===== src/rtl/wb_stage_if.sv =====
// wb_stage_if: retire, load-data and register-file write signals of the writeback stage.
// The byp_* bypass signals exist only when WB_BYPASS_EN is defined.
`ifndef FULLW
`define FULLW 32
`endif
interface wb_stage_if #(parameter int ADDR_WIDTH = 4);
    logic                  in_valid;
    logic                  in_we;
    logic                  in_is_load;
    logic                  in_is_byte;
    logic [1:0]            in_byte_sel;
    logic [ADDR_WIDTH-1:0] in_wa;
    logic [`FULLW-1:0]     in_alu;
    logic                  mem_rvalid;
    logic [`FULLW-1:0]     mem_rdata;
    logic                  stall;
    logic                  rf_we;
    logic [ADDR_WIDTH-1:0] rf_wa;
    logic [`FULLW-1:0]     rf_wd;
    logic                  err;
`ifdef WB_BYPASS_EN
    logic                  byp_valid;
    logic [ADDR_WIDTH-1:0] byp_wa;
    logic [`FULLW-1:0]     byp_wd;
    modport master(output in_valid, in_we, in_is_load, in_is_byte, in_byte_sel, in_wa, in_alu,
                   mem_rvalid, mem_rdata,
                   input stall, rf_we, rf_wa, rf_wd, err, byp_valid, byp_wa, byp_wd);
    modport slave(input in_valid, in_we, in_is_load, in_is_byte, in_byte_sel, in_wa, in_alu,
                  mem_rvalid, mem_rdata,
                  output stall, rf_we, rf_wa, rf_wd, err, byp_valid, byp_wa, byp_wd);
`else
    modport master(output in_valid, in_we, in_is_load, in_is_byte, in_byte_sel, in_wa, in_alu,
                   mem_rvalid, mem_rdata,
                   input stall, rf_we, rf_wa, rf_wd, err);
    modport slave(input in_valid, in_we, in_is_load, in_is_byte, in_byte_sel, in_wa, in_alu,
                  mem_rvalid, mem_rdata,
                  output stall, rf_we, rf_wa, rf_wd, err);
`endif
endinterface


===== src/rtl/wb_stage.sv =====
// wb_stage: writeback stage feeding the register file; waits for load data, extracts LDRB bytes.
// Optional WB_BYPASS_EN adds a one-cycle-delayed copy of the write port for read bypassing.
`ifndef FULLW
`define FULLW 32
`endif
module wb_stage #(
    parameter int ADDR_WIDTH   = 4,
    parameter int LOAD_TIMEOUT = 15
) (
    input  logic        clk,
    input  logic        reset,
    input  logic        en,
    wb_stage_if.slave   bus
);
    localparam int CW = $clog2(LOAD_TIMEOUT) + 1;
    typedef enum logic {IDLE, WAIT_LOAD} state_t;
    state_t                r_state;
    logic [CW-1:0]         r_cnt;
    logic                  r_we_q;
    logic                  r_err;
    logic                  r_ld_we;
    logic                  r_ld_byte;
    logic [1:0]            r_ld_sel;
    logic [ADDR_WIDTH-1:0] r_ld_wa;
    logic [ADDR_WIDTH-1:0] r_wa;
    logic [`FULLW-1:0]     r_wd;
    logic [7:0]            w_byte;
    logic [`FULLW-1:0]     w_ld_data;
    // Big-endian byte order: sel 0 is the most significant byte
    assign w_byte    = bus.mem_rdata[{~r_ld_sel, 3'b000} +: 8];
    assign w_ld_data = r_ld_byte ? {{(`FULLW-8){1'b0}}, w_byte} : bus.mem_rdata;
    assign bus.stall = (r_state == WAIT_LOAD);
    assign bus.rf_we = r_we_q & en;
    assign bus.rf_wa = r_wa;
    assign bus.rf_wd = r_wd;
    assign bus.err   = r_err;
`ifdef WB_BYPASS_EN
    logic                  r_byp_valid;
    logic [ADDR_WIDTH-1:0] r_byp_wa;
    logic [`FULLW-1:0]     r_byp_wd;
    assign bus.byp_valid = r_byp_valid;
    assign bus.byp_wa    = r_byp_wa;
    assign bus.byp_wd    = r_byp_wd;
    always_ff @(posedge clk or negedge reset) begin
        if (!reset) begin
            r_byp_valid <= 1'b0;
            r_byp_wa    <= '0;
            r_byp_wd    <= '0;
        end else if (en) begin
            r_byp_valid <= r_we_q;
            r_byp_wa    <= r_wa;
            r_byp_wd    <= r_wd;
        end
    end
`endif
    always_ff @(posedge clk or negedge reset) begin
        if (!reset) begin
            r_state   <= IDLE;
            r_cnt     <= '0;
            r_we_q    <= 1'b0;
            r_err     <= 1'b0;
            r_ld_we   <= 1'b0;
            r_ld_byte <= 1'b0;
            r_ld_sel  <= '0;
            r_ld_wa   <= '0;
            r_wa      <= '0;
            r_wd      <= '0;
        end else if (en) begin
            r_we_q <= 1'b0;
            if (r_state == IDLE) begin
                if (bus.in_valid && bus.in_is_load) begin
                    r_state   <= WAIT_LOAD;
                    r_cnt     <= '0;
                    r_ld_we   <= bus.in_we;
                    r_ld_byte <= bus.in_is_byte;
                    r_ld_sel  <= bus.in_byte_sel;
                    r_ld_wa   <= bus.in_wa;
                end else if (bus.in_valid && bus.in_we) begin
                    r_we_q <= 1'b1;
                    r_wa   <= bus.in_wa;
                    r_wd   <= bus.in_alu;
                end
            end else if (bus.mem_rvalid) begin
                r_state <= IDLE;
                r_we_q  <= r_ld_we;
                r_wa    <= r_ld_wa;
                r_wd    <= w_ld_data;
            end else if (r_cnt == CW'(LOAD_TIMEOUT - 1)) begin
                r_state <= IDLE;
                r_err   <= 1'b1;
            end else begin
                r_cnt <= r_cnt + 1'b1;
            end
        end
    end
endmodule


===== src/flat_wrapper.sv =====
// flat-port wrapper written by rule: the top's interface ports become plain ports
module wb_stage_flat 
#(
    parameter int ADDR_WIDTH   = 4,
    parameter int LOAD_TIMEOUT = 15
)
  (clk, reset, en, bus_in_valid, bus_in_we, bus_in_is_load, bus_in_is_byte, bus_in_byte_sel, bus_in_wa, bus_in_alu, bus_mem_rvalid, bus_mem_rdata, bus_stall, bus_rf_we, bus_rf_wa, bus_rf_wd, bus_err);
  wb_stage_if #(.ADDR_WIDTH(ADDR_WIDTH)) bus_i ();
  input  logic clk;
  input  logic reset;
  input  logic en;
  input wire logic [$bits(bus_i.in_valid)-1:0] bus_in_valid;
  input wire logic [$bits(bus_i.in_we)-1:0] bus_in_we;
  input wire logic [$bits(bus_i.in_is_load)-1:0] bus_in_is_load;
  input wire logic [$bits(bus_i.in_is_byte)-1:0] bus_in_is_byte;
  input wire logic [$bits(bus_i.in_byte_sel)-1:0] bus_in_byte_sel;
  input wire logic [$bits(bus_i.in_wa)-1:0] bus_in_wa;
  input wire logic [$bits(bus_i.in_alu)-1:0] bus_in_alu;
  input wire logic [$bits(bus_i.mem_rvalid)-1:0] bus_mem_rvalid;
  input wire logic [$bits(bus_i.mem_rdata)-1:0] bus_mem_rdata;
  output wire logic [$bits(bus_i.stall)-1:0] bus_stall;
  output wire logic [$bits(bus_i.rf_we)-1:0] bus_rf_we;
  output wire logic [$bits(bus_i.rf_wa)-1:0] bus_rf_wa;
  output wire logic [$bits(bus_i.rf_wd)-1:0] bus_rf_wd;
  output wire logic [$bits(bus_i.err)-1:0] bus_err;
  assign bus_i.in_valid = bus_in_valid;
  assign bus_i.in_we = bus_in_we;
  assign bus_i.in_is_load = bus_in_is_load;
  assign bus_i.in_is_byte = bus_in_is_byte;
  assign bus_i.in_byte_sel = bus_in_byte_sel;
  assign bus_i.in_wa = bus_in_wa;
  assign bus_i.in_alu = bus_in_alu;
  assign bus_i.mem_rvalid = bus_mem_rvalid;
  assign bus_i.mem_rdata = bus_mem_rdata;
  assign bus_stall = bus_i.stall;
  assign bus_rf_we = bus_i.rf_we;
  assign bus_rf_wa = bus_i.rf_wa;
  assign bus_rf_wd = bus_i.rf_wd;
  assign bus_err = bus_i.err;
  wb_stage #(.ADDR_WIDTH(ADDR_WIDTH), .LOAD_TIMEOUT(LOAD_TIMEOUT)) u_core (.clk(clk), .reset(reset), .en(en), .bus(bus_i));
endmodule

===== config.mk =====
export PLATFORM = sky130hd
export DESIGN_NAME = wb_stage_flat
export DESIGN_NICKNAME = d
export VERILOG_FILES = /design/src/rtl/wb_stage_if.sv /design/src/rtl/wb_stage.sv /design/src/flat_wrapper.sv
export SDC_FILE = /design/constraint.sdc
export NUM_CORES = 1
export LEC_CHECK = 0
export CORE_ASPECT_RATIO = 0.6
export CORE_MARGIN = 1.5
export CORE_UTILIZATION = 43
export DETAILED_ROUTE_END_ITERATION = 6
export MAX_ROUTING_LAYER = met4
export PLACE_DENSITY = 0.92
export SKIP_LAST_GASP = 1
export SYNTH_ARGS = -nofsm -noshare
export SYNTH_HDL_FRONTEND = slang
export SYNTH_SLANG_ARGS = --single-unit

===== constraint.sdc =====
create_clock -name clk -period 1.82 [get_ports clk]
set_input_delay 0.364 -clock clk [delete_from_list [all_inputs] [get_ports clk]]
set_output_delay 0.364 -clock clk [all_outputs]
set_load 0.02 [all_outputs]

## Word level (Yosys, flattened, before mapping)

Index checks and enable logic that the tools add are counted.

- Multiplexer cells: 21
- Bitwise gates (word level): 4
- Equal/unequal tests: 5
- Add/subtract/negate cells: 1
- Reduce and logical (&&, ||, !) cells: 8
- Shift operators: 1

Operator list:

| kind | number |
|---|---|
| 2-to-1 mux 32 bit | 5 |
| variable part select 32 x 6 -> 8 bit | 1 |
| 2-to-1 mux 5 bit | 4 |
| 2-to-1 mux 4 bit | 4 |
| AND reduction 4 bit | 3 |
| 2-to-1 mux 1 bit | 8 |
| inequality test 2 bit, second input constant | 3 |
| adder 5 x 1 -> 5 bit, second input constant | 1 |
| == test 5 x 4 -> 1 bit, second input constant | 1 |
| nonzero test 2 bit | 2 |
| AND reduction 3 bit | 1 |
| logical AND 1 bit | 2 |
| inequality test 2 x 1 -> 1 bit, second input constant | 1 |
| inverter 1 bit | 2 |
| inverter 2 bit | 1 |
| bitwise AND 1 bit | 1 |

- Output and inout bits: 39
- Register bits: 52

## Depth between registers and ports, before layout

Gate-level depths: netlist of run 1.

- Word-level depth: 5
- Depth in mapped cells: 5

## Worst setup path after synthesis of run 1

OpenSTA, ideal clock, no wires.

- Kind: reg2reg
- From: reg u_core.r_state (netlist: u_core.bus.stall)
- To: reg u_core.r_wd[21] (netlist: u_core.bus.rf_wd[21])
- Clock period less this slack: 1,701 ps
- Arrival: 1,574 ps
- Buffers on the path: 1
- Stages on the path, launching flop included: 5
- Required time: 1,693 ps
- Setup slack: 119 ps
- Cells stage by stage: dfrtp_1 -> nand4bb_4 -> a21oi_4 -> buf_6 -> mux2_1

- Word-level cells in the longest chain between the ends: 2
- Elaborated cells on any way between the ends: 5
- Those cells by class: eq/ne (2); mux (1); reduce/logical (2)

RTL lines:

| item | line | text |
|---|---|---|
| start: declaration | wb_stage.sv:17 | `state_t r_state;` |
| start signal: assignment | wb_stage.sv:58 | `r_state <= IDLE;` |
| start signal: assignment | wb_stage.sv:72 | `r_state <= WAIT_LOAD;` |
| start signal: assignment | wb_stage.sv:84 | `r_state <= IDLE;` |
| inequality test 2 x 1 -> 1 bit (no source line), or another cell as far along | - |  |
| AND reduction 4 bit (no source line) | - |  |
| end signal: assignment | wb_stage.sv:81 | `r_wd <= bus.in_alu;` |
| end signal: assignment | wb_stage.sv:87 | `r_wd <= w_ld_data;` |
| end: declaration | wb_stage.sv:26 | `` logic [`FULLW-1:0] r_wd; `` |

Parallel ways exist; a longest one is shown, timed or not.
A chain may end at the register's enable or synchronous reset.

## Worst setup path after layout of run 1

- From: in en
- To: out bus_rf_we

- Word-level cells in the longest chain between the ends: 1

RTL lines:

| item | line | text |
|---|---|---|
| start: declaration | flat_wrapper.sv:11 | `input logic en;` |
| bitwise AND 1 bit | wb_stage.sv:33 | `assign bus.rf_we = r_we_q & en;` |
| end: declaration | flat_wrapper.sv:22 | `output wire logic [$bits(bus_i.rf_we)-1:0] bus_rf_we;` |

Every way passes these cells.

==> summary.md, run 1 <==
| Metric | Value |
|---|---|
| Outcome | completed |
| DIE HEIGHT | between 60 and 70 um |
| Tcrit/Tclk final | a little over nine tenths |
| CP endpoint kind | output pin |
| Post-Syn Area | 2805 sq um |
| Total clock sinks | 52 |
| Ys Warns | 0 |
| Fraction of layout cells with a size suffix above 1 | 20.66% |
| CTS tree | done |
| Post-synthesis mux area share | between 20% and 30% |
| Grt total ovfl | 0 |
| Cell type with the largest total area after synthesis | dfrtp_1 |
| Root Driver | clkbuf_8 |
| CP Cell Sequence | clkdlybuf4s50_1, and2_1, dlygate4sd2_1 |
| Clk Latency, worst-skew pair | between 0.3 and 0.4 ns |
| Final setup violation count | 0 |
| Cell at the slowest stage of the critical path | clkdlybuf4s50_1 |
| Htree depth | 2 |
| Worst Tran Pin Value | ~0.69 ns |
| Unrepaired setup endpoints after global routing | no |
| Vias per cell | between 5 and 6 |
| First-pass GRT wire length | 12110 um |
| Drt drc | 0 |
| Fmax | roughly 0.58 GHz |
| GRT Util Overall | 23.56% |
| Num rows | 22 |
| Post-route setup slack | 0.1058 ns |
| Vias in the first global route | between 2000 and 2500 |
| Min Clock Period, post-route | between 1.5 and 2 ns |
| Worst R2R Setup Slack | 0.11 ns |
| DR iter-0 viols | between 150 and 200 |
| Post-synthesis cell type count | 35 |
| Worst hold slack | 0.02689 ns |
| Largest net degree at the start of global routing | 53 |
| Final net count | around 410 |
| Critical path's largest stage delay | 0.53 ns |
| Initial Utilization | a little under half |
| Post-synth top flop | dfrtp_1 |
| Relative slew slack | 53.75% |
| Hold Path Class | primary input to async pin |
| Final ANT Viol Nets | 0 |
| Die area | between 7000 and 8000 sq um |
| IO Port Bufs | 116 |
| Synth top area cells | dfrtp_1, mux2_4, mux2_2 |
| Crit path DAT | around 1.4 ns |
| Post-synth EDFFs | 0 |
| Place WS | -0.1796 ns |
| Postcts setup bufs | 0 |
| Simple-gate share of the synthesized area | roughly 5.4% |
| Synth-to-layout area growth | 50.09% |
| R2r worst-path depth | 5 |
| Yosys top cell area share | between 40% and 50% |
| Syn nets | roughly 290 |
| Via Count | between 2000 and 2500 |
| Final RePlAce weighted congestion | 0.7749 |
| Max cap viols | 0 |
| Crit start category | primary input |
| Crit Path Category | primary input to output pin |
| Syn Area/Cell | 13.49 sq um |
| Hold Fails Final Rpt | 0 |
| Leak pwr | between 1.5 and 2 nW |
| Worst r2r src | u_core.bus.stall |
| WP data required | roughly 1.5 ns |
| Post-synth top cells | dfrtp_1, a22o_1, mux2_2, mux2_4, mux2i_1 |
| Wire per inst | approximately 19 um |
| Top Ports | around 120 |
| Syn Inst Count | roughly 210 |
| Pins Over Slew Limit | 0 |
| Largest family of logic cells by synthesized area | multiplexers |
| Diode count | 0 |
| Count leader, synth | dfrtp_1 |
| Clock skew | slightly below 0.009 ns |
| Clk pin slew, worst setup/hold paths | 0.09 ns |
| Final HPWL DP | approximately 6000 um |
| DR pass1 iterations | 4 |
| Ys async rst share | 100.0% |
| Final WL | about 7800 um |
| Max Root-Sink Buffers | 2 |
| Register area share after synthesis | 46.39% |
| Core area | about 6200 sq um |
| Peak supply drop | about 0.00066 V |
| Num CTS Buffers | 5 |
| Synth Area in Compound Gates | between 15 and 20% |
| DIE WIDTH | ~110 um |
| Antenna violations before repair | 0 |
| Worst-path fanout max | 3 |
| Total power divided by cell area | roughly 1200 nW/um^2 |
| Critical R2R Capture | u_core.bus.rf_wd[7] |
| XOR/XNOR share of the synthesized area | 0% |
| Total power | around 5.0 mW |
| Post-Synth Adder-Cell Area | 0.8921% |
| Register bit total from synthesis | 52 |
registers in the layout (all words and copies together) (netlist names):
register / count
u_core.bus.err: 1
u_core.bus.rf_wa: 4
u_core.bus.rf_wd: 32
u_core.bus.stall: 1
u_core.r_cnt: 5
u_core.r_ld_byte: 1
u_core.r_ld_sel: 2
u_core.r_ld_wa: 4
u_core.r_ld_we: 1
u_core.r_we_q: 1
cell type report:
cell class	count	area, sq um
Multi-Input combinational cell	139	1391
Fill cell	483	1983
Clock buffer	8	90.09
Tap cell	84	105.1
Timing Repair Buffer	132	1311
Inverter	3	11.26
Sequential cell	52	1301
layout by cell type, fill, tap and decap left out, drive strengths merged, types with 2 or more instances in the layout:
master | synthesis | final
clkdlybuf4s50 | 0 | 113
dfrtp | 52 | 52
mux2 | 41 | 41
a22o | 24 | 24
mux2i | 19 | 19
buf | 9 | 17
o22ai | 8 | 8
a221o | 8 | 8
o32a | 8 | 8
clkbuf | 5 | 8
nand2 | 5 | 5
nand3 | 4 | 4
inv | 3 | 3
and2 | 2 | 2
nand4b | 2 | 2
nand3b | 2 | 2
o21ai | 2 | 2
ha | 2 | 2
dlygate4sd2 | 0 | 2
a21boi | 2 | 2
repair_timing:
item	4_1_cts	5_1_grt
resized for setup	3	0
setup endpoints to repair	5	0
hold buffers	0	0
report_power, final:
part	total [mW]	internal (mW)	switching, mW
clock network	0.683	0.311	0.372
logic	2.52	1.42	1.10
registers	1.84	1.58	0.259
total	5.04	3.31	1.73
worst max path at each step:
stage	start	endpoint	slack (ns)
2_1_floorplan	u_core.bus.stall	u_core.bus.rf_wd[21]	0.12
3_3_place_gp	en	bus_rf_we	-0.14
3_5_place_dp	bus_in_valid	u_core.bus.rf_wd[5]	-0.18
4_1_cts	en	bus_rf_we	0.09
5_1_grt	u_core.bus.stall	u_core.bus.rf_wd[7]	0.05
6_report	en	bus_rf_we	0.11
routing by layer:
layer / part of all wire, % / GRT usage (%)
met5: 0 / -
met2: 44 / 35.27
met4: 0.93 / 4.667
met1: 46 / 33.31
met3: 8.6 / 4.861
cells by family (layout without fill, tap and decap cells):
group | count (synthesis) | in the layout
simple gates | 22 | 22
compound gates | 55 | 55
mux | 60 | 60
buf+inv | 17 | 143
flops | 52 | 52
fa+ha+maj | 2 | 2
through the flow:
stage | TNS (ns) | util [%] | instances | area, sq um
after detailed placement | -5.567 | 66.48 | 410 | 4118
after CTS | 0 | 67.98 | 418 | 4210
after global routing | 0 | 67.98 | 418 | 4210
after floorplan | 0 | - | 208 | 2805
after global placement | -3.866 | 66.48 | 410 | 4118
final | 0 | 67.98 | 418 | 4210
worst max-delay path, delay by kind of cell:
family,cells,cell delay (ns)
buffers and inverters,2,0.85
AND/OR/NAND/NOR,1,0.13
No activity file was read; power rests on OpenSTA's default activity.
==> run 2, diff against run 1 <==
TNS_END_PERCENT = 1   (was unset)
==> run 2 against run 1 <==
  * The flow now finishes with violations (setup timing)
  * Sequential share of layout area hardly changed
  * Sequential cell count stayed put
  * Final cell count stayed put
  * Wire length is 0.19% higher
  * Die area stayed put
  * Register-to-register slack hardly changed
  * Via count is 0.61% higher
  * Clock skew is 0.0020 ns higher
  * Worst hold slack better by 0.0083 ns
  * Critical path type is now flop to output pin
  * Largest power group unchanged
==> summary.md, run 2 (synthesis gave the netlist of run 1 again) <==
| Metric | Value |
|---|---|
| Outcome | finished with violations (was completed) |
| Violated checks | setup timing |
| Clock power frac | 13.6% (was 13.5%) |
| Relative slew slack | 54.06% (was 53.75%) |
| Max Root-Sink Buffers | 2 (unchanged) |
| Final setup violation count | 1 (was 0) |
| Peak supply drop | 0.0006636 V (was 0.0006616 V) |
| IO Port Bufs | 116 (unchanged) |
| Clk pin slew, worst setup/hold paths | 0.09 ns (about the same) |
| Num rows | 22 (unchanged) |
| CTS tree | done (unchanged) |
| Crit start category | flop (was primary input) |
| Total clock sinks | 52 (unchanged) |
| Unrepaired setup endpoints after global routing | yes (was no) |
| Final ANT Viol Nets | 0 (unchanged) |
| Top Ports | 117 (unchanged) |
| Worst-path fanout max | 15 (was 3) |
| Switching Share | 34.32% (was 34.27%) |
| Final HPWL DP | 5836 um (unchanged) |
| DR iter-0 viols | 192 (was 152) |
| Hold_buf cts | 0 (unchanged) |
| Hold Fails Final Rpt | 0 (unchanged) |
| Total power divided by cell area | 1199 nW/um^2 (was 1197 nW/um^2) |
| Vias in the first global route | 2348 (unchanged) |
| Min Clock Period, post-route | 1.852 ns (was 1.714 ns) |
| Fmax | 0.5399 GHz (was 0.5834 GHz) |
| Cell-internal power | 3.316 mW (was 3.314 mW) |
| Final net count | 413 (unchanged) |
| Synth-to-layout area growth | 50.13% (was 50.09%) |
| Wire per inst | 18.75 um (was 18.72 um) |
| Crit Path Category | flop to output pin (was primary input to output pin) |
| Fill cell count | 482 (was 483) |
| Hold Path Class | primary input to async pin (unchanged) |
| DR pass1 iterations | 4 (unchanged) |
| Combinational share of power | 50.0% (about the same) |
| Largest net degree at the start of global routing | 53 (unchanged) |
| Worst hold slack | 0.03516 ns (was 0.02689 ns) |
| Fraction of layout cells with a size suffix above 1 | 20.66% (unchanged) |
| Part of the power in registers | 36.5% (about the same) |
| Largest register FFs | 32 (unchanged) |
| Max cap viols | 0 (unchanged) |
| Clk Latency, worst-skew pair | 0.30 ns (was 0.31 ns) |
| Crit path DAT | 1.49 ns (was 1.35 ns) |
| Most frequent cells in the layout | clkdlybuf4s50_1, dfrtp_1, a22o_1 (unchanged) |
| WP data required | 1.46 ns (about the same) |
| Drt drc | 0 (unchanged) |
| Diode count | 0 (unchanged) |
| First-pass GRT wire length | 12100 um (was 12110 um) |
| Switching pwr | 1.733 mW (was 1.727 mW) |
| Clock skew | 0.01077 ns (was 0.008754 ns) |
| Htree depth | 2 (unchanged) |
| Via Count | 2321 (was 2307) |
| DIE WIDTH | 107.3 um (unchanged) |
| Antenna violations before repair | 0 (unchanged) |
| Root Driver | clkbuf_8 (unchanged) |
| Core area | 6193 sq um (unchanged) |
| Final WL | 7838 um (was 7823 um) |
| GRT Util Overall | 23.54% (was 23.56%) |
| Post-route setup slack | -0.03205 ns (was 0.1058 ns) |
| Tcrit/Tclk final | 101.8% (was 94.19%) |
| Final RePlAce weighted congestion | 0.7749 (unchanged) |
| Die area | 7033 sq um (unchanged) |
| Place WS | -0.1796 ns (unchanged) |
| Initial Utilization | 45.29% (unchanged) |
| Commonest non-fill, non-tap cell in the layout | clkdlybuf4s50_1 (unchanged) |
| Vias per cell | 5.553 (was 5.519) |
| DIE HEIGHT | 65.57 um (unchanged) |
| CP endpoint kind | output pin (unchanged) |
| Leak pwr | 1.788 nW (was 1.791 nW) |
| Worst Tran Pin Value | 0.6877 ns (was 0.6923 ns) |
| Pins Over Slew Limit | 0 (unchanged) |
| Grt total ovfl | 0 (unchanged) |
| Num CTS Buffers | 5 (unchanged) |
==> run 2: final cells by class <==
class                      instances  area [sq um]  share of cell area (%)
inverter                           3         11.26                  0.2674
tap                               84         105.1                   2.496
timing repair buffer             132          1313                   31.16
sequential                        52          1301                   30.90
multi-input combinational        139          1391                   33.04
clock buffer                       8         90.09                   2.139
==> run 2: worst max-delay path, stage by stage (launching register included) <==
cell             delay (ns)
dfrtp_1                0.35
buf_4                  0.21
clkdlybuf4s50_1        0.63
==> run 2: power groups by stage <==
stage | Clock [mW] | Combinational [mW] | Sequential (mW)
global placement | 0 | 2.48 | 1.85
finish | 0.685 | 2.52 | 1.84
global route | 0.744 | 2.66 | 1.88
floorplan | 0 | 0.925 | 2.26
detailed placement | 0 | 2.53 | 1.84
CTS | 0.701 | 2.53 | 1.83
==> run 2: what timing repair did <==
action                                  CTS  global route
resized for setup                         1             1
setup buffers                             0             0
endpoints found under the setup margin    5            32
==> run 2: layer usage <==
| metal | GRT usage, % | wire, um |
|---|---|---|
| met3 | 4.861 | 659 |
| met2 | 35.19 | 3464 |
| met4 | 4.667 | 57 |
| met5 | - | 0 |
| met1 | 33.31 | 3657 |
==> run 2: stage by stage <==
stage / util (%) / cells / power (mW) / setup TNS, ns / cell area, sq um
global route: 68.00 / 418 / 5.292 / -0.08428 / 4212
global placement: 66.48 / 410 / 4.323 / -3.866 / 4118
finish: 68.00 / 418 / 5.049 / -0.03205 / 4212
detailed placement: 66.48 / 410 / 4.365 / -5.567 / 4118
floorplan: - / 208 / 3.186 / 0 / 2805
CTS: 67.92 / 418 / 5.068 / -0.2238 / 4207
==> run 2: worst paths after layout <==
check,slack (ns),from,end,cells past startpoint
worst max-delay path,-0.03,u_core.bus.stall,bus_stall,2
worst min-delay path,0.04,reset,u_core.bus.rf_wd[31],2
worst max register to register,0.10,u_core.bus.stall,u_core.bus.rf_wd[7],5
worst min register to register,0.49,u_core.bus.err,u_core.bus.err,1
max in group asynchronous,1.53,reset,u_core.bus.rf_wd[7],2
min in group clk,0.49,u_core.bus.err,u_core.bus.err,1
==> run 3, diff against run 2 <==
SKIP_LAST_GASP = unset   (was 1)
==> results of run 3 <==
The final DEF is identical to that of run 1; final timing and power are the same.
==> edit 1 (config.mk and constraints of run 1) <==
`LOAD_TIMEOUT` is set to 15 in 2 places; all go to 14.
--- a/src/rtl/wb_stage.sv
+++ b/src/rtl/wb_stage.sv
@@ -6,5 +6,5 @@
 module wb_stage #(
     parameter int ADDR_WIDTH   = 4,
-    parameter int LOAD_TIMEOUT = 15
+    parameter int LOAD_TIMEOUT = 14
 ) (
     input  logic        clk,
--- a/src/flat_wrapper.sv
+++ b/src/flat_wrapper.sv
@@ -3,5 +3,5 @@
 #(
     parameter int ADDR_WIDTH   = 4,
-    parameter int LOAD_TIMEOUT = 15
+    parameter int LOAD_TIMEOUT = 14
 )
   (clk, reset, en, bus_in_valid, bus_in_we, bus_in_is_load, bus_in_is_byte, bus_in_byte_sel, bus_in_wa, bus_in_alu, bus_mem_rvalid, bus_mem_rdata, bus_stall, bus_rf_we, bus_rf_wa, bus_rf_wd, bus_err);
Behaviour: same outputs for any inputs over 4 cycles, from zero or initial values and one cycle with reset low; that may be too few to reach the edited logic, so the function may still have changed.
==> edit 1 against run 1 <==
  * Combinational power up 2%
  * Cell area up 2.2%
  * Routed wire length up 4.1%
  * Maximum frequency down 0.77%
  * Core utilization up 1.2 points
  * Total power up 9.0%
  * Sequential share of layout area down 0.67 points
  * Area after synthesis about the same
  * Sequential cell count unchanged
  * Setup slack worse by 0.013 ns
==> edit 1: results (changes against run 1) <==
.. list-table::
   :header-rows: 1

   * - Metric
     - Value
   * - Crit path capture type
     - flip-flop (was output port)
   * - Internal power summed over all cells
     - 3.72 mW (was 3.31 mW)
   * - First-pass GRT wire length
     - 12.7 mm (was 12.1 mm)
   * - Total global routing track utilization
     - 24.9% (was 23.6%)
   * - Leading cell types by total area after synthesis
     - sky130_fd_sc_hd__dfrtp_1 (46%), sky130_fd_sc_hd__mux2_4 (11%), sky130_fd_sc_hd__mux2_2 (8.0%), sky130_fd_sc_hd__a22o_1 (7.5%), sky130_fd_sc_hd__mux2i_1 (6.8%) (unchanged)
   * - Master of the slowest instance on the critical path
     - sky130_fd_sc_hd__dfrtp_1 (was sky130_fd_sc_hd__clkdlybuf4s50_1)
   * - Total placed cells including tap cells
     - 413 (was 410)
   * - Compound-Gate Fraction of Synth Area
     - 17.2% (about the same)
   * - Delay of the slowest critical-path stage
     - 0.39 ns (was 0.53 ns)
   * - Placement-stage worst setup slack
     - -0.179 ns (was -0.180 ns)
   * - Sequential element share of the synthesized area
     - 46.3% (was 46.4%)
   * - Amount of wire on met2 after detailed routing
     - 3.80 mm (was 3.45 mm)
   * - Fill count
     - 498 (was 483)
   * - DR pass1 iterations
     - 5 (was 4)
   * - P_leak
     - 1.84 nW (was 1.79 nW)
   * - DRC marker count from the first detailed-route iteration
     - 141 (was 152)
   * - Total wirelength of the detailed-routed design
     - 8.14 mm (was 7.82 mm)
   * - Final critical-path setup slack
     - 0.0925 ns (was 0.106 ns)
   * - HPWL Detailed
     - 6.01 mm (was 5.84 mm)
   * - Share of final-layout standard cells stronger than drive strength 1
     - 22.0% (was 20.7%)
   * - Critical Path Start
     - u_core.bus.stall$_DFFE_PN0P_ (was en)
   * - Rel. slew slack
     - 53.4% (was 53.7%)
   * - Placement-stage cell area
     - 4140 µm² (was 4120 µm²)
   * - Fraction of power spent switching nets
     - 32.4% (was 34.3%)
   * - Vias per cell
     - 5.54 (was 5.52)
   * - Number of nets in the layout
     - 416 (was 413)
   * - Result of the run
     - finished clean (unchanged)
-- edit 1: cell count changes in the layout (fill, tap and decap cells not counted), sizes merged --
cell | before | now
nand2b | 1 | 2
bufinv | 0 | 3
buf | 17 | 20
nand2 | 5 | 4
clkbuf | 8 | 5
-- edit 1: metal layers --
layer  track usage [%]  vias to the layer above
li1                  -                     1070
met1              31.7                     1151
met2              40.3                      105
met3              7.34                        8
met4              4.33                        0
met5                 -                        -
-- edit 1: critical path: cells and delay by family, from the launching register on --
kind                   cells  cell delay (ns)
buffers and inverters      2             0.41
DFF                        1             0.39
muxes                      1             0.36
and+or+nand+nor            1             0.24
AOI/OAI and AO/OA          1             0.19
-- edit 1: area by class of cell --
class / instances / area (µm²) / share of cell area [%]
inverter: 3 / 11.3 / 0.262
clock buffer: 5 / 68.8 / 1.60
clock inverter: 3 / 90.1 / 2.09
timing repair buffer: 135 / 1330 / 31.0
sequential: 52 / 1300 / 30.2
multi-input combinational: 139 / 1390 / 32.4
tap: 84 / 105 / 2.44
==> edit 2 (flow settings as in run 1) <==
Made on the original files. One comparison of `r_cnt` changes from == to >=.
--- a/src/rtl/wb_stage.sv
+++ b/src/rtl/wb_stage.sv
@@ -86,5 +86,5 @@
                 r_wa    <= r_ld_wa;
                 r_wd    <= w_ld_data;
-            end else if (r_cnt == CW'(LOAD_TIMEOUT - 1)) begin
+            end else if (r_cnt >= CW'(LOAD_TIMEOUT - 1)) begin
                 r_state <= IDLE;
                 r_err   <= 1'b1;
Function: no difference found for any inputs over 4 cycles, from zero or initial values and one cycle with reset low; that may be too few to reach the edited logic, so the function may still have changed.
==> edit 2 against run 1 <==
  * Setup slack worse by 0.0040 ns
  * Highest routed layer unchanged
  * Cell area is 4.0% lower
  * Largest cell class is now non-clock buffers
  * Clock power is 8.3% lower
  * Sequential share of layout area is 1.3 points higher
  * Area after synthesis is 6.7% lower
  * Total power is 9.7% lower
  * Routed wire length is 3.5% higher
  * Sequential cell count stayed put
==> edit 2: results (changes against run 1) <==
.. list-table::
   :header-rows: 1

   * - Metric
     - Value
   * - Result of the run
     - finished clean (unchanged)
   * - Routed metal-1 wirelength
     - 3.68 mm (was 3.63 mm)
   * - Sequential element share of the synthesized area
     - 49.7% (was 46.4%)
   * - Maximum VDD drop
     - 0.665 mV (was 0.662 mV)
   * - Synthesized area divided by synthesized cell count
     - 10.3 µm² (was 13.5 µm²)
   * - Finished layout cell area
     - 4040 µm² (was 4210 µm²)
   * - Amount of wire on met2 after detailed routing
     - 3.76 mm (was 3.45 mm)
   * - Share of final-layout standard cells stronger than drive strength 1
     - 12.0% (was 20.7%)
   * - Global-route met2 utilization
     - 40.3% (was 35.3%)
   * - Vias per cell
     - 5.50 (was 5.52)
   * - First-pass GRT wire length
     - 12.9 mm (was 12.1 mm)
   * - Delay of the slowest critical-path stage
     - 0.70 ns (was 0.53 ns)
   * - Number of nets in the layout
     - 456 (was 413)
   * - Total placed cells including tap cells
     - 448 (was 410)
   * - Routability cong.
     - 0.829 (was 0.775)
   * - Worst Setup EP
     - bus_rf_wd[5] (was bus_rf_we)
   * - P_leak
     - 1.82 nW (was 1.79 nW)
   * - Internal power summed over all cells
     - 2.87 mW (was 3.31 mW)
   * - Placement-stage worst setup slack
     - -0.158 ns (was -0.180 ns)
   * - Worst-path maximum fanout
     - 2 (was 3)
   * - Portion of total power attributed to combinational logic
     - 46.4% (was 50.0%)
   * - Number of global-route vias before repair
     - 2,530 (was 2,348)
   * - Number of distinct library cell variants in the gate-level netlist after synthesis
     - 37 (was 35)
   * - HPWL Detailed
     - 6.06 mm (was 5.84 mm)
   * - Critical Path Start
     - u_core.bus.rf_wd[5]$_DFFE_PN0P_ (was en)
   * - List of most frequent post-synthesis cells
     - sky130_fd_sc_hd__dfrtp_1 (52), sky130_fd_sc_hd__a21oi_1 (30), sky130_fd_sc_hd__inv_1 (26), sky130_fd_sc_hd__a221oi_1 (24), sky130_fd_sc_hd__mux2_2 (16) (was sky130_fd_sc_hd__dfrtp_1 (52), sky130_fd_sc_hd__a22o_1 (24), sky130_fd_sc_hd__mux2_2 (20), sky130_fd_sc_hd__mux2_4 (20), sky130_fd_sc_hd__mux2i_1 (19))
   * - Met1 Usage GRT
     - 35.0% (was 33.3%)
   * - Leading cell types by total area after synthesis
     - sky130_fd_sc_hd__dfrtp_1 (50%), sky130_fd_sc_hd__a221oi_1 (8.0%), sky130_fd_sc_hd__mux2_2 (6.9%), sky130_fd_sc_hd__a21oi_1 (5.7%), sky130_fd_sc_hd__inv_1 (3.7%) (was sky130_fd_sc_hd__dfrtp_1 (46%), sky130_fd_sc_hd__mux2_4 (11%), sky130_fd_sc_hd__mux2_2 (8.0%), sky130_fd_sc_hd__a22o_1 (7.5%), sky130_fd_sc_hd__mux2i_1 (6.8%))
   * - Destination of the worst register-to-register timing path
     - u_core.bus.rf_wd[1]$_DFFE_PN0P_ (was u_core.bus.rf_wd[7]$_DFFE_PN0P_)
[edit 2: cell count changes in the layout (fill, tap and decap cells not counted), sizes merged, moves of 10 or more]
cell	delta
a22o	-22
nor2	+10
mux2	-25
mux2i	-13
a221oi	+24
a21oi	+29
inv	+24
[edit 2: layout make-up]
type / instances / share of cell area [%]
sequential: 52 / 32.2
timing repair buffer: 133 / 33.1
tap: 80 / 2.48
clock buffer: 6 / 1.80
clock inverter: 1 / 0.124
inverter: 27 / 2.51
multi-input combinational: 157 / 27.8
[edit 2: cell families (layout without fill, tap and decap cells)]
| kind of cell | after synthesis | after routing | share of synthesized area, % |
|---|---|---|---|
| DFF | 52 | 52 | 49.7 |
| buffers and inverters | 45 | 167 | 7.51 |
| adders and majority gates | 2 | 2 | 0.956 |
| muxes | 22 | 22 | 9.18 |
| AOI/OAI and AO/OA | 96 | 96 | 25.8 |
| and+or+nand+nor | 37 | 37 | 6.84 |
